File: src/rtl/vec_issue_ctrl.sv
// vec_issue_ctrl: sequencer between the scalar core and the vector front end.
// It accepts one vector instruction at a time and holds it in inst_q while
// the instruction runs. CONF instructions write vl/vtype in one cycle.
// ARITH instructions issue ceil(vl/LANES) execution beats. LOAD instructions
// hold lsu_req until the LSU reports done. Each supported instruction ends
// with a single-cycle inst_done pulse.
//
// Handshakes: an instruction transfers on a cycle where inst_valid and
// inst_ready are both high. inst_ready depends only on the state, so
// inst_valid may be held high while waiting. An execution beat is taken on
// any cycle where exe_valid=1 and exe_stall=0. While the beat is stalled,
// exe_beat_idx and exe_last keep their values.
module vec_issue_ctrl #(
  parameter int XLEN   = 32,
  parameter int LANES  = 4,
  parameter int MAX_VL = 512
) (
  input  logic                              clk,
  input  logic                              reset,
  input  logic                              inst_valid,
  output logic                              inst_ready,
  input  logic [XLEN-1:0]                   vec_inst,
  input  logic [XLEN-1:0]                   vl_current,
  output logic                              vl_sel,
  output logic                              vtype_sel,
  output logic                              lumop_sel,
  output logic                              rs1rd_de,
  output logic                              rs1_sel,
  output logic                              csr_wr_en,
  output logic                              exe_valid,
  output logic [$clog2(MAX_VL/LANES)-1:0]   exe_beat_idx,
  output logic                              exe_last,
  input  logic                              exe_stall,
  output logic                              lsu_req,
  input  logic                              lsu_done,
  output logic                              inst_done,
  output logic                              illegal,
  output logic                              busy
);

  localparam int BW = $clog2(MAX_VL / LANES);  // beat index width
  localparam int VW = $clog2(MAX_VL + 1);      // vl register width
  localparam int LW = $clog2(LANES);           // shift for the lane divide
  localparam int NW = BW + 1;                  // beat count width (holds MAX_VL/LANES)

  localparam logic [2:0] S_IDLE  = 3'd0;
  localparam logic [2:0] S_CONF  = 3'd1;
  localparam logic [2:0] S_ARITH = 3'd2;
  localparam logic [2:0] S_LOAD  = 3'd3;
  localparam logic [2:0] S_DONE  = 3'd4;

  logic [2:0]      state;
  logic [XLEN-1:0] inst_q;
  logic [VW-1:0]   vl_q;
  logic [BW-1:0]   count;
  logic            illegal_q;

  // Decode of the word presented for acceptance.
  logic [6:0] op_in;
  logic [2:0] f3_in;
  logic       in_conf;
  logic       in_arith;
  logic       in_load;

  assign op_in    = vec_inst[6:0];
  assign f3_in    = vec_inst[14:12];
  assign in_conf  = (op_in == 7'h57) && (f3_in == 3'b111);
  assign in_arith = (op_in == 7'h57) &&
                    ((f3_in == 3'b000) || (f3_in == 3'b011) || (f3_in == 3'b100));
  assign in_load  = (op_in == 7'h07);

  // vl is clamped at acceptance and is not read again later.
  logic [VW-1:0] vl_clamp;
  assign vl_clamp = (vl_current > XLEN'(MAX_VL)) ? VW'(MAX_VL) : vl_current[VW-1:0];

  // Beat count: ceil(vl_q / LANES). It is computed with one extra bit so
  // that rounding up MAX_VL cannot overflow.
  logic [VW:0]   vl_round;
  logic [VW:0]   nbeats_w;
  logic [NW-1:0] nbeats;
  logic          last_beat;

  assign vl_round  = {1'b0, vl_q} + (VW+1)'(LANES - 1);
  assign nbeats_w  = vl_round >> LW;
  assign nbeats    = nbeats_w[NW-1:0];
  assign last_beat = ({1'b0, count} == (nbeats - NW'(1)));

  // Only the fields that steer the CONF selects are read back from inst_q.
  // The remaining bits are held so that the full word stays visible.
  logic unused_bits;
  assign unused_bits = ^{inst_q[29:20], inst_q[14:0], nbeats_w[VW:NW]};

  // Sequencer state, the instruction/vl capture and the beat counter.
  always_ff @(posedge clk) begin
    if (!reset) begin
      state     <= S_IDLE;
      inst_q    <= '0;
      vl_q      <= '0;
      count     <= '0;
      illegal_q <= 1'b0;
    end else begin
      illegal_q <= 1'b0;
      case (state)
        S_IDLE: begin
          if (inst_valid) begin
            inst_q <= vec_inst;
            vl_q   <= vl_clamp;
            count  <= '0;
            if (in_conf)       state     <= S_CONF;
            else if (in_arith) state     <= S_ARITH;
            else if (in_load)  state     <= S_LOAD;
            else               illegal_q <= 1'b1;
          end
        end
        S_CONF:  state <= S_DONE;
        S_ARITH: begin
          if (vl_q == '0) begin
            state <= S_DONE;
          end else if (!exe_stall) begin
            if (last_beat) state <= S_DONE;
            else           count <= count + BW'(1);
          end
        end
        S_LOAD:  if (lsu_done) state <= S_DONE;
        S_DONE:  state <= S_IDLE;
        default: state <= S_IDLE;
      endcase
    end
  end

  // vec_decode selects for CONF and LOAD instructions.
  // VSETIVLI takes its AVL from uimm, so rs1=x0 means VLMAX only for the
  // register forms.
  logic conf_ivli;
  assign conf_ivli = (inst_q[31:30] == 2'b11);

  // Drive the decode selects from the held instruction. They are 0 in every
  // other state.
  always_comb begin
    vl_sel    = 1'b0;
    vtype_sel = 1'b0;
    lumop_sel = 1'b0;
    rs1rd_de  = 1'b0;
    rs1_sel   = 1'b0;
    if (state == S_CONF) begin
      vl_sel    = conf_ivli;
      vtype_sel = ~inst_q[31] | conf_ivli;
      rs1_sel   = conf_ivli;
      rs1rd_de  = conf_ivli | (inst_q[19:15] != 5'd0);
    end else if (state == S_LOAD) begin
      lumop_sel = 1'b1;
      rs1rd_de  = 1'b1;
    end
  end

  assign inst_ready   = (state == S_IDLE);
  assign busy         = (state != S_IDLE);
  assign csr_wr_en    = (state == S_CONF);
  assign exe_valid    = (state == S_ARITH) && (vl_q != '0);
  assign exe_beat_idx = exe_valid ? count : '0;
  assign exe_last     = exe_valid && last_beat;
  assign lsu_req      = (state == S_LOAD);
  assign inst_done    = (state == S_DONE);
  assign illegal      = illegal_q;

endmodule

File: config.mk
export PLATFORM = sky130hd
export DESIGN_NAME = vec_issue_ctrl
export DESIGN_NICKNAME = d
export VERILOG_FILES = /design/src/rtl/vec_issue_ctrl.sv
export SDC_FILE = /design/constraint.sdc
export NUM_CORES = 1
export LEC_CHECK = 0
export BUFFER_PORTS_ARGS = -buffer_cell sky130_fd_sc_hd__buf_2
export CORE_UTILIZATION = 42
export DETAILED_ROUTE_END_ITERATION = 7
export GPL_ROUTABILITY_DRIVEN = 0
export HOLD_SLACK_MARGIN = 0.02
export PLACE_DENSITY_LB_ADDON = 0.3
export RECOVER_POWER = 25
export SYNTH_ARGS = -nofsm -noshare
export SYNTH_HDL_FRONTEND = slang
export SYNTH_SLANG_ARGS = --single-unit
export TNS_END_PERCENT = 5
File: constraint.sdc
create_clock -name clk -period 2.9 [get_ports clk]
set_clock_uncertainty 0.05 [all_clocks]
set_input_delay 0.435 -clock clk [delete_from_list [all_inputs] [get_ports clk]]
set_output_delay 0.435 -clock clk [all_outputs]
set_load 0.005 [all_outputs]
==> results of run 1 <==
[routing by layer]
metal  routed length (um)  vias up
met5                    0        -
li1                     -     1004
met3                  219        8
met2                 2100       65
met4                   85        0
met1                 2150      852
[worst max-delay path by stage]
stage	startpoint	slack, ps	cells past startpoint	endpoint
finish	vl_q[0]	-300	10	exe_last
global placement	vl_q[0]	40	10	exe_last
CTS	vl_q[0]	-310	10	exe_last
floorplan	vl_q[0]	70	9	exe_last
global route	vl_q[0]	-440	10	exe_last
detailed placement	vl_q[0]	-7	10	exe_last
[cells by family after synthesis]
| group | Yosys count | synth area share, % |
|---|---|---|
| XOR/XNOR | 10 | 5.41 |
| buffers and inverters | 17 | 3.67 |
| flip-flops | 28 | 29.9 |
| AO/OA/AOI/OAI | 50 | 20.2 |
| adder cells (fa/ha/maj) | 2 | 1.33 |
| multiplexers | 5 | 2.67 |
| AND/OR/NAND/NOR | 123 | 36.8 |
[worst max-delay path: stages, from the launching register on]
cell     delay (ps)
dfxtp_2         340
or3_4           380
nand2_1          80
ha_1            150
nor3b_2         180
or4b_4          480
and3_4          190
nor4_4          260
nand3_1         150
nor2_1          110
buf_2           120
[timing repair]
action	CTS	global route
gates resized for setup	0	3
pin swaps	0	0
endpoints found under the setup margin	1	3
[through the flow]
stage          setup slack [ps]  total power [mW]  instance area (um^2)  util (%)
5_1_grt                    -443             0.748                  2400      57.8
4_1_cts                    -314             0.723                  2390      57.8
3_5_place_dp              -6.67             0.485                  2340      56.4
3_3_place_gp               39.5             0.483                  2340      56.4
6_report                   -295             0.714                  2400      57.8
2_1_floorplan              66.3             0.436                  1870         -
[synth_stat cells, types with 5 or more instances]
cell	number	share of area (%)
a21oi_1	11	2.9
nor2b_1	13	4.3
dfxtp_1	28	30
xor2_1	5	2.3
mux2i_1	5	2.7
nand2_1	29	5.8
nor4_1	9	3.0
nand3_1	9	2.4
nor3_1	7	1.9
inv_1	10	2.0
nor2_1	16	3.2
a21boi_0	8	3.2
and2_1	11	3.7
nand2b_1	7	2.3
a22oi_1	9	3.6
clkbuf_1	5	1.0
[state kept, by name, indices dropped and copies added, names as in the netlist]
signal and flops:
illegal 1, vl_q 10, count 7, state 3
inst_q 7
[power groups by stage]
stage	Combinational, mW	Sequential (mW)	Clock [mW]
finish	0.0783	0.397	0.239
global route	0.0878	0.398	0.263
CTS	0.0799	0.397	0.246
detailed placement	0.0797	0.406	0
global placement	0.0779	0.405	0
floorplan	0.0312	0.404	0
[cell type report]
| cell class | instances | area [um^2] | area share, % |
|---|---|---|---|
| well taps | 50 | 62.6 | 2.61 |
| inverters | 10 | 37.5 | 1.57 |
| multi-input cells | 190 | 1250 | 52.3 |
| clock buffers | 4 | 55.1 | 2.30 |
| flip-flops and latches | 28 | 562 | 23.4 |
| repair buffers | 82 | 425 | 17.8 |
==> impl_metrics.toml, run 1 <==
[timing]
maxSlewViolCount = 0
fin_crit_ps = 3200
final.setup.tns_ps = -295
hold_viol = 0
setup_viol = 1
fin_ws_ps = -295
timing.hold.ws_ps = 348
rsz0062_at_grt = "yes"
timing.final.crit_share_pct = 110
timing.fmax_mhz = 313
slew_headroom_pct = 35.2
tightest_slew_ps = 971

[routing]
totalWireLength_mm = 4.55
drtIter0Drc = 59
drc = 0
vias = 1929
detail_route.first_pass.iterations = 4
drtAntennaViolNets = 0
vias_per_cell = 5.30
wire_per_inst_um = 12.5

[finish]
mostFrequentLayoutCell = "buf_2"
fill_cells = 400
syn_to_final_growth_pct = 27.8
n_antenna_cell = 0
layout.nets = 386
stdcell_count = 364
drive_above_1_share_pct = 30.6
final_cell_mix = "buf_2 (73), nand2_1 (29), dfxtp_1 (27)"

[synth]
synth-seq-cells = 28
avgSynthCellArea_um2 = 7.98
ys_types = 50
ys_async_sr_fraction_pct = 0
syn_inst = 235
yosysWarningCount = 0
seq_area_frac_synth_pct = 29.9
synth_edf_count = 0
synthFlopType = "dfxtp_1"
syn-cell-area_um2 = 1870
synth_nets = 306

[worst_setup_path]
r2r_end = "state[1]"
required_ps = 2410
rrSetupSlack_ps = 150
worstReg2RegStart = "vl_q[0]"
worst-r2r-cell-count = 10
arrival_ps = 2710
worstSetupEndpointType = "primary output"
start_kind = "flop"
critPathKind = "flop to primary output"
crit_fanout = 4

[pwr]
p_switching_mw = 0.160
vdd_drop_max_v = 0.000198
pwr-share-comb_pct = 11.0
power_frac_clock_pct = 33.5
p_int_mw = 0.554
power.density_nw_per_um2 = 298
switching_share_pct = 22.4
p_leak_nw = 1.05
seqPwrFrac_pct = 55.6

[floorplanning]
dieWidth_um = 68.8
rows = 23
num_io_pins = 89
core_um2 = 4140
dieArea_um2 = 4730
start_util_pct = 45.2
die_y_um = 68.8

[min_path]
min_to = "inst_q[17]"
min-delay-start = "vec_inst[17]"
hp-class = "input pin to flop"
whs_path_depth = 3

[global_routing]
antenna_found_initial = 0
top_usage_layer = "met2"
grt_max_degree = 24
gr-usage-met1_pct = 25.7
grt_pass1_wl_mm = 7.28
grtUsageMet2_pct = 36.4
grt_pass1_vias = 1705
met3_usage_pct = 2.63
grt_usage_pct = 20.6
grt-ovfl-total = 0

[cts]
h-tree-depth = 1
cts_root_buffer = "clkbuf_8"
path_clk_slew_ps = 90
postCtsSetupBuffers = 0
clk-insertion-delay-late_ps = 270
postCtsHoldBufs = 0
cts_buffer_depth = 2
cts_buffers = 3
cts_sinks = 28
cts_tree = "done"

[job]
max_cap_violations = 0

[placed_design]
placedCellCount = 360
portBuffers = 73
dp_hpwl_mm = 3.70

[run_status]
violations = "setup timing"
outcome = "finished with violations"
Power figures use the tool's default switching activity.
==> run 2: changes to the inputs <==
- PLACE_DENSITY_LB_ADDON: 0.3 -> 0.25
==> run 2 against run 1 <==
- the run still ends with setup timing left
- non-clock buffer count stayed put
- worst hold slack worse by 9.2 ps
- setup slack better by 120 ps
- highest routed layer unchanged
- register-to-register slack is essentially flat
- clock power rose by 31%
- design area up 1.5%
- largest power group unchanged
- first-iteration DRC count is 15% higher
- sequential power about the same
==> impl_metrics.toml, run 2 (synthesized netlist as in run 1, its figures left out) <==
[run_status]
outcome = "finished with violations"
violations = "setup timing"

[min_path]
hp-class = "input pin to flop"

[worst_setup_path]
cp-startpoint = "vl_q[0]"
required_ps = 2410
crit_end = "exe_last"
arrival_ps = 2590
start_kind = "flop"
worstReg2RegStart = "vl_q[0]"
cp_cell_sequence = "or3_4 -> nand2_1 -> ha_1 -> nor3b_2 -> or4b_4 -> and3_4 -> nor4_4 -> nand3_2 -> nor2_1 -> buf_2"
critPathTopFamily = "simple AND/OR/NAND/NOR gates"
cpPeakStageDelay_ps = 480
rrSetupSlack_ps = 140
crit_fanout = 3
crit_path_top_delay_cell = "or4b_4"
worst-path-stages = 10
worst-r2r-cell-count = 11
worstSetupEndpointType = "primary output"
r2r_end = "count[1]"
critPathKind = "flop to primary output"
crit_buf_inv = 1

[timing]
setup_viol = 1
fin_crit_ps = 3070
timing.fmax_mhz = 325
timing.final.crit_share_pct = 106
final.setup.tns_ps = -175
hold_viol = 0
fin_ws_ps = -175
timing.hold.ws_ps = 339
maxSlewViolCount = 0
tightest_slew_ps = 702
slew_headroom_pct = 52.8
rsz0062_at_grt = "yes"

[floorplanning]
dieArea_um2 = 4730
die_y_um = 68.8
dieWidth_um = 68.8
start_util_pct = 45.2
rows = 23
core_um2 = 4140
num_io_pins = 89

[routing]
met2_wirelength_mm = 2.13
dr.max_layer_used = "met4"
vias = 1919
detail_route.first_pass.iterations = 4
m1WireLength_mm = 2.15
wire_per_inst_um = 12.3
totalWireLength_mm = 4.48
vias_per_cell = 5.27
drc = 0
drtIter0Drc = 68
drtAntennaViolNets = 0
met3_length_um = 178

[cts]
cts_buffer_depth = 2
path_clk_slew_ps = 100
h-tree-depth = 1
cts_tree = "done"
cts_buffers = 3
cts_root_buffer = "clkbuf_8"
clk-insertion-delay-late_ps = 280
cts_sinks = 28

[finish]
layout.nets = 386
n_antenna_cell = 0
mostFrequentLayoutCell = "buf_2"
regMostFlops = "vl_q"
final_cell_mix = "buf_2 (71), nand2_1 (29), dfxtp_1 (26)"
syn_to_final_growth_pct = 29.7
drive_above_1_share_pct = 31.5
largestRegisters = "vl_q: 10 flops, count: 7 flops, inst_q: 7 flops"
largest_reg_flops = 10

[global_routing]
antenna_found_initial = 0
grt_pass1_wl_mm = 7.45
grt-ovfl-total = 0
grt_pass1_vias = 1750
grt_usage_pct = 20.9
grt_max_degree = 24

[pwr]
power_frac_clock_pct = 39.8
seqPwrFrac_pct = 50.3
vdd_drop_max_v = 0.000333
power.density_nw_per_um2 = 324
pwr-share-comb_pct = 9.8
p_switching_mw = 0.170
switching_share_pct = 21.5
p_int_mw = 0.618
p_leak_nw = 1.06

[placed_design]
dp_hpwl_mm = 3.51
portBuffers = 73

[job]
max_cap_violations = 0
-- run 2: cell types whose count changed in the layout (fill, tap and decap cells not counted), sizes merged --
| cell | delta |
|---|---|
| bufinv | +1 |
| clkbuf | -1 |
-- run 2: how the worst min path moves through the flow --
stage	start	to	slack, ps	depth (start not counted)
2_1_floorplan	inst_q[18]	inst_q[18]	390	2
3_3_place_gp	inst_q[17]	inst_q[17]	400	2
3_5_place_dp	inst_q[18]	inst_q[18]	410	2
4_1_cts	vl_current[9]	vl_q[9]	340	3
5_1_grt	vec_inst[15]	inst_q[15]	340	3
6_report	vl_current[9]	vl_q[9]	340	3
-- run 2: timing repair --
item / 4_1_cts / 5_1_grt
hold buffers: 0 / 0
setup buffers: 2 / 0
endpoints found under the setup margin: 1 / 6
pin swaps: 2 / 1
gates resized for setup: 1 / 5
-- run 2: power by group through the flow --
stage,clock [mW],sequential [mW],combinational (mW)
floorplan,0,0.404,0.0312
global placement,0,0.405,0.0768
detailed placement,0,0.405,0.0784
CTS,0.319,0.396,0.0787
global route,0.337,0.397,0.0876
finish,0.314,0.396,0.0773
-- run 2: layout make-up --
| type | count | area (um^2) |
|---|---|---|
| fillers | 408 | 1710 |
| multi-input cells | 190 | 1270 |
| flip-flops and latches | 28 | 563 |
| repair buffers | 82 | 430 |
| well taps | 50 | 62.6 |
| clock buffers | 3 | 41.3 |
| inverters | 10 | 37.5 |
| clock inverters | 1 | 30.0 |
-- run 2: layer usage --
metal	up-vias	GRT usage, %
li1	1005	-
met1	870	25.6
met2	42	37.4
met3	2	5.10
met4	0	3.06
met5	-	0
-- run 2: metrics by stage --
step | worst slack [ps] | instances | power, mW | utilization (%) | cell area [um^2]
floorplan | 66.3 | 235 | 0.436 | - | 1870
global placement | 103 | 358 | 0.482 | 56.1 | 2320
detailed placement | 64.0 | 358 | 0.484 | 56.1 | 2320
CTS | -211 | 364 | 0.794 | 58.2 | 2410
global route | -330 | 364 | 0.822 | 58.7 | 2430
finish | -175 | 364 | 0.787 | 58.7 | 2430
-- run 2: worst register-to-register path, delay by kind of cell, from the launching register on --
kind                     cells  cell delay, ps
AND/OR/NAND/NOR              6            1250
AO/OA/AOI/OAI                2             500
flip-flops                   1             350
multiplexers                 1             220
adder cells (fa/ha/maj)      1             160
buffers and inverters        1             150
==> run 3: changes to the inputs <==
--- a/config.mk
+++ b/config.mk
@@ -12,3 +12,3 @@
 export HOLD_SLACK_MARGIN = 0.02
-export PLACE_DENSITY_LB_ADDON = 0.25
+export PLACE_DENSITY = 0.76
 export RECOVER_POWER = 25
==> constraint.sdc (replaced) <==
create_clock -name clk -period 2.9 [get_ports clk]
set_clock_uncertainty 0.05 [all_clocks]
set_input_delay 0.145 -clock clk [delete_from_list [all_inputs] [get_ports clk]]
set_output_delay 0.145 -clock clk [all_outputs]
set_load 0.005 [all_outputs]
==> run 3 against run 2 <==
- via count rose by 3.8%
- utilization rose by 1.0 points
- the run now ends clean
- first-iteration DRC count rose by 46%
- clock-buffer cell count did not move
- clock power barely moved
- global-route usage rose by 0.43 points
- sequential power barely moved
- power barely moved
- critical endpoint unchanged
- register-to-register slack got worse by 70 ps
- largest cell class unchanged
- wire length rose by 9.3%
==> impl_metrics.toml, run 3 (synthesized netlist as in run 1, its figures left out) <==
[run_status]
outcome = "completed"

[timing]
fin_crit_ps = 2860
timing.final.crit_share_pct = 98.7
slew_headroom_pct = 54.7
rsz0062_at_grt = "yes"
tightest_slew_ps = 674
final.setup.tns_ps = 0
setup_viol = 0
fin_ws_ps = 37.1
hold_viol = 0
timing.fmax_mhz = 349
maxSlewViolCount = 0

[finish]
final_cell_mix = "buf_2 (67), nand2_1 (28), dfxtp_1 (25)"
largest_reg_flops = 10
largestRegisters = "vl_q: 10 flops, count: 7 flops, inst_q: 7 flops"
layout.nets = 388
regMostFlops = "vl_q"
syn_to_final_growth_pct = 32.0
n_antenna_cell = 0
stdcell_count = 366
postLayoutCoreUtil_pct = 59.7
design_area_um2 = 2470
mostFrequentLayoutCell = "buf_2"
drive_above_1_share_pct = 32.3

[global_routing]
grt_usage_pct = 21.3
grt_pass1_vias = 1767
grt_pass1_wl_mm = 7.58
grt-ovfl-total = 0
grt_max_degree = 24
antenna_found_initial = 0

[pwr]
p_switching_mw = 0.170
vdd_drop_max_v = 0.000179
p_leak_nw = 1.05
seqPwrFrac_pct = 50.3
power_frac_clock_pct = 39.7
power.density_nw_per_um2 = 319
switching_share_pct = 21.6
p_int_mw = 0.618
pwr-share-comb_pct = 10.1

[routing]
vias = 1992
totalWireLength_mm = 4.90
detail_route.first_pass.iterations = 4
drtIter0Drc = 99
drc = 0
wire_per_inst_um = 13.4
drtAntennaViolNets = 0
vias_per_cell = 5.44

[placed_design]
portBuffers = 73
dp_hpwl_mm = 3.60
dpl_cell_area_um2 = 2290
place_worst_setup_slack_ps = 111
placedCellCount = 354

[worst_setup_path]
critPathKind = "flop to primary output"
start_kind = "flop"
arrival_ps = 2670
crit_fanout = 3
required_ps = 2710
worstSetupEndpointType = "primary output"

[floorplanning]
dieWidth_um = 68.8
start_util_pct = 45.2
core_um2 = 4140
dieArea_um2 = 4730
num_io_pins = 89
die_y_um = 68.8
rows = 23

[cts]
cts_buffer_depth = 2
cts_buffers = 3
cts_root_buffer = "clkbuf_8"
h-tree-depth = 1
path_clk_slew_ps = 100
cts_tree = "done"
clk-insertion-delay-late_ps = 280
cts_sinks = 28

[min_path]
hp-class = "input pin to flop"

[job]
max_cap_violations = 0
==> run 3: what timing repair did <==
| action | in CTS | in global routing |
|---|---|---|
| gates resized for setup | 7 | 7 |
| endpoints found under the setup margin | 1 | 10 |
| buffers inserted | 7 | 1 |
| cloned | 0 | 0 |
| pin swaps | 5 | 4 |
| hold buffers | 0 | 0 |
==> run 3: metal layers <==
layer | vias to the layer above | global-route usage (%) | part of all wire (%)
li1 | 1003 | - | -
met1 | 911 | 26.8 | 46
met2 | 74 | 37.6 | 48
met3 | 4 | 3.29 | 4.8
met4 | 0 | 5.61 | 0.88
met5 | - | 0 | 0
==> run 3: metrics by stage <==
step | hold WS [ps] | power (mW)
after floorplan | 222 | 0.436
after global placement | 348 | 0.483
after detailed placement | 355 | 0.484
after CTS | 53.0 | 0.793
after global routing | 49.6 | 0.823
final | 53.2 | 0.788
==> run 3: power groups by stage <==
stage / Combinational, mW / Clock (mW) / Sequential [mW]
after floorplan: 0.0312 / 0 / 0.404
after detailed placement: 0.0793 / 0 / 0.405
final: 0.0792 / 0.312 / 0.396
after CTS: 0.0795 / 0.317 / 0.396
after global placement: 0.0781 / 0 / 0.405
after global routing: 0.0885 / 0.337 / 0.397
==> run 3: path summary, 6_finish.rpt <==
path,start,end,slack (ps),cells after the start
max,vl_q[0],exe_last,40,10
max reg2reg,vl_q[0],state[1],70,12
min reg2reg,inst_q[16],inst_q[16],420,2
min,vec_inst[16],inst_q[16],50,3
==> run 3: cell type report <==
type,instances,area (um^2)
flip-flops and latches,28,564
clock buffers,3,41.3
well taps,50,62.6
clock inverters,1,30.0
fillers,393,1670
repair buffers,84,442
inverters,10,37.5
multi-input cells,190,1300
==> run 3: worst max-delay path, cell delays in order, from the launching register on <==
cell and delay [ps]:
dfxtp_2 350, or3_4 410, nand2_4 80, ha_4 130, nor3b_4 200, or4b_4 490, and3_4 190, nor4_4 170
nand3_2 140, nor2_1 130, buf_2 120
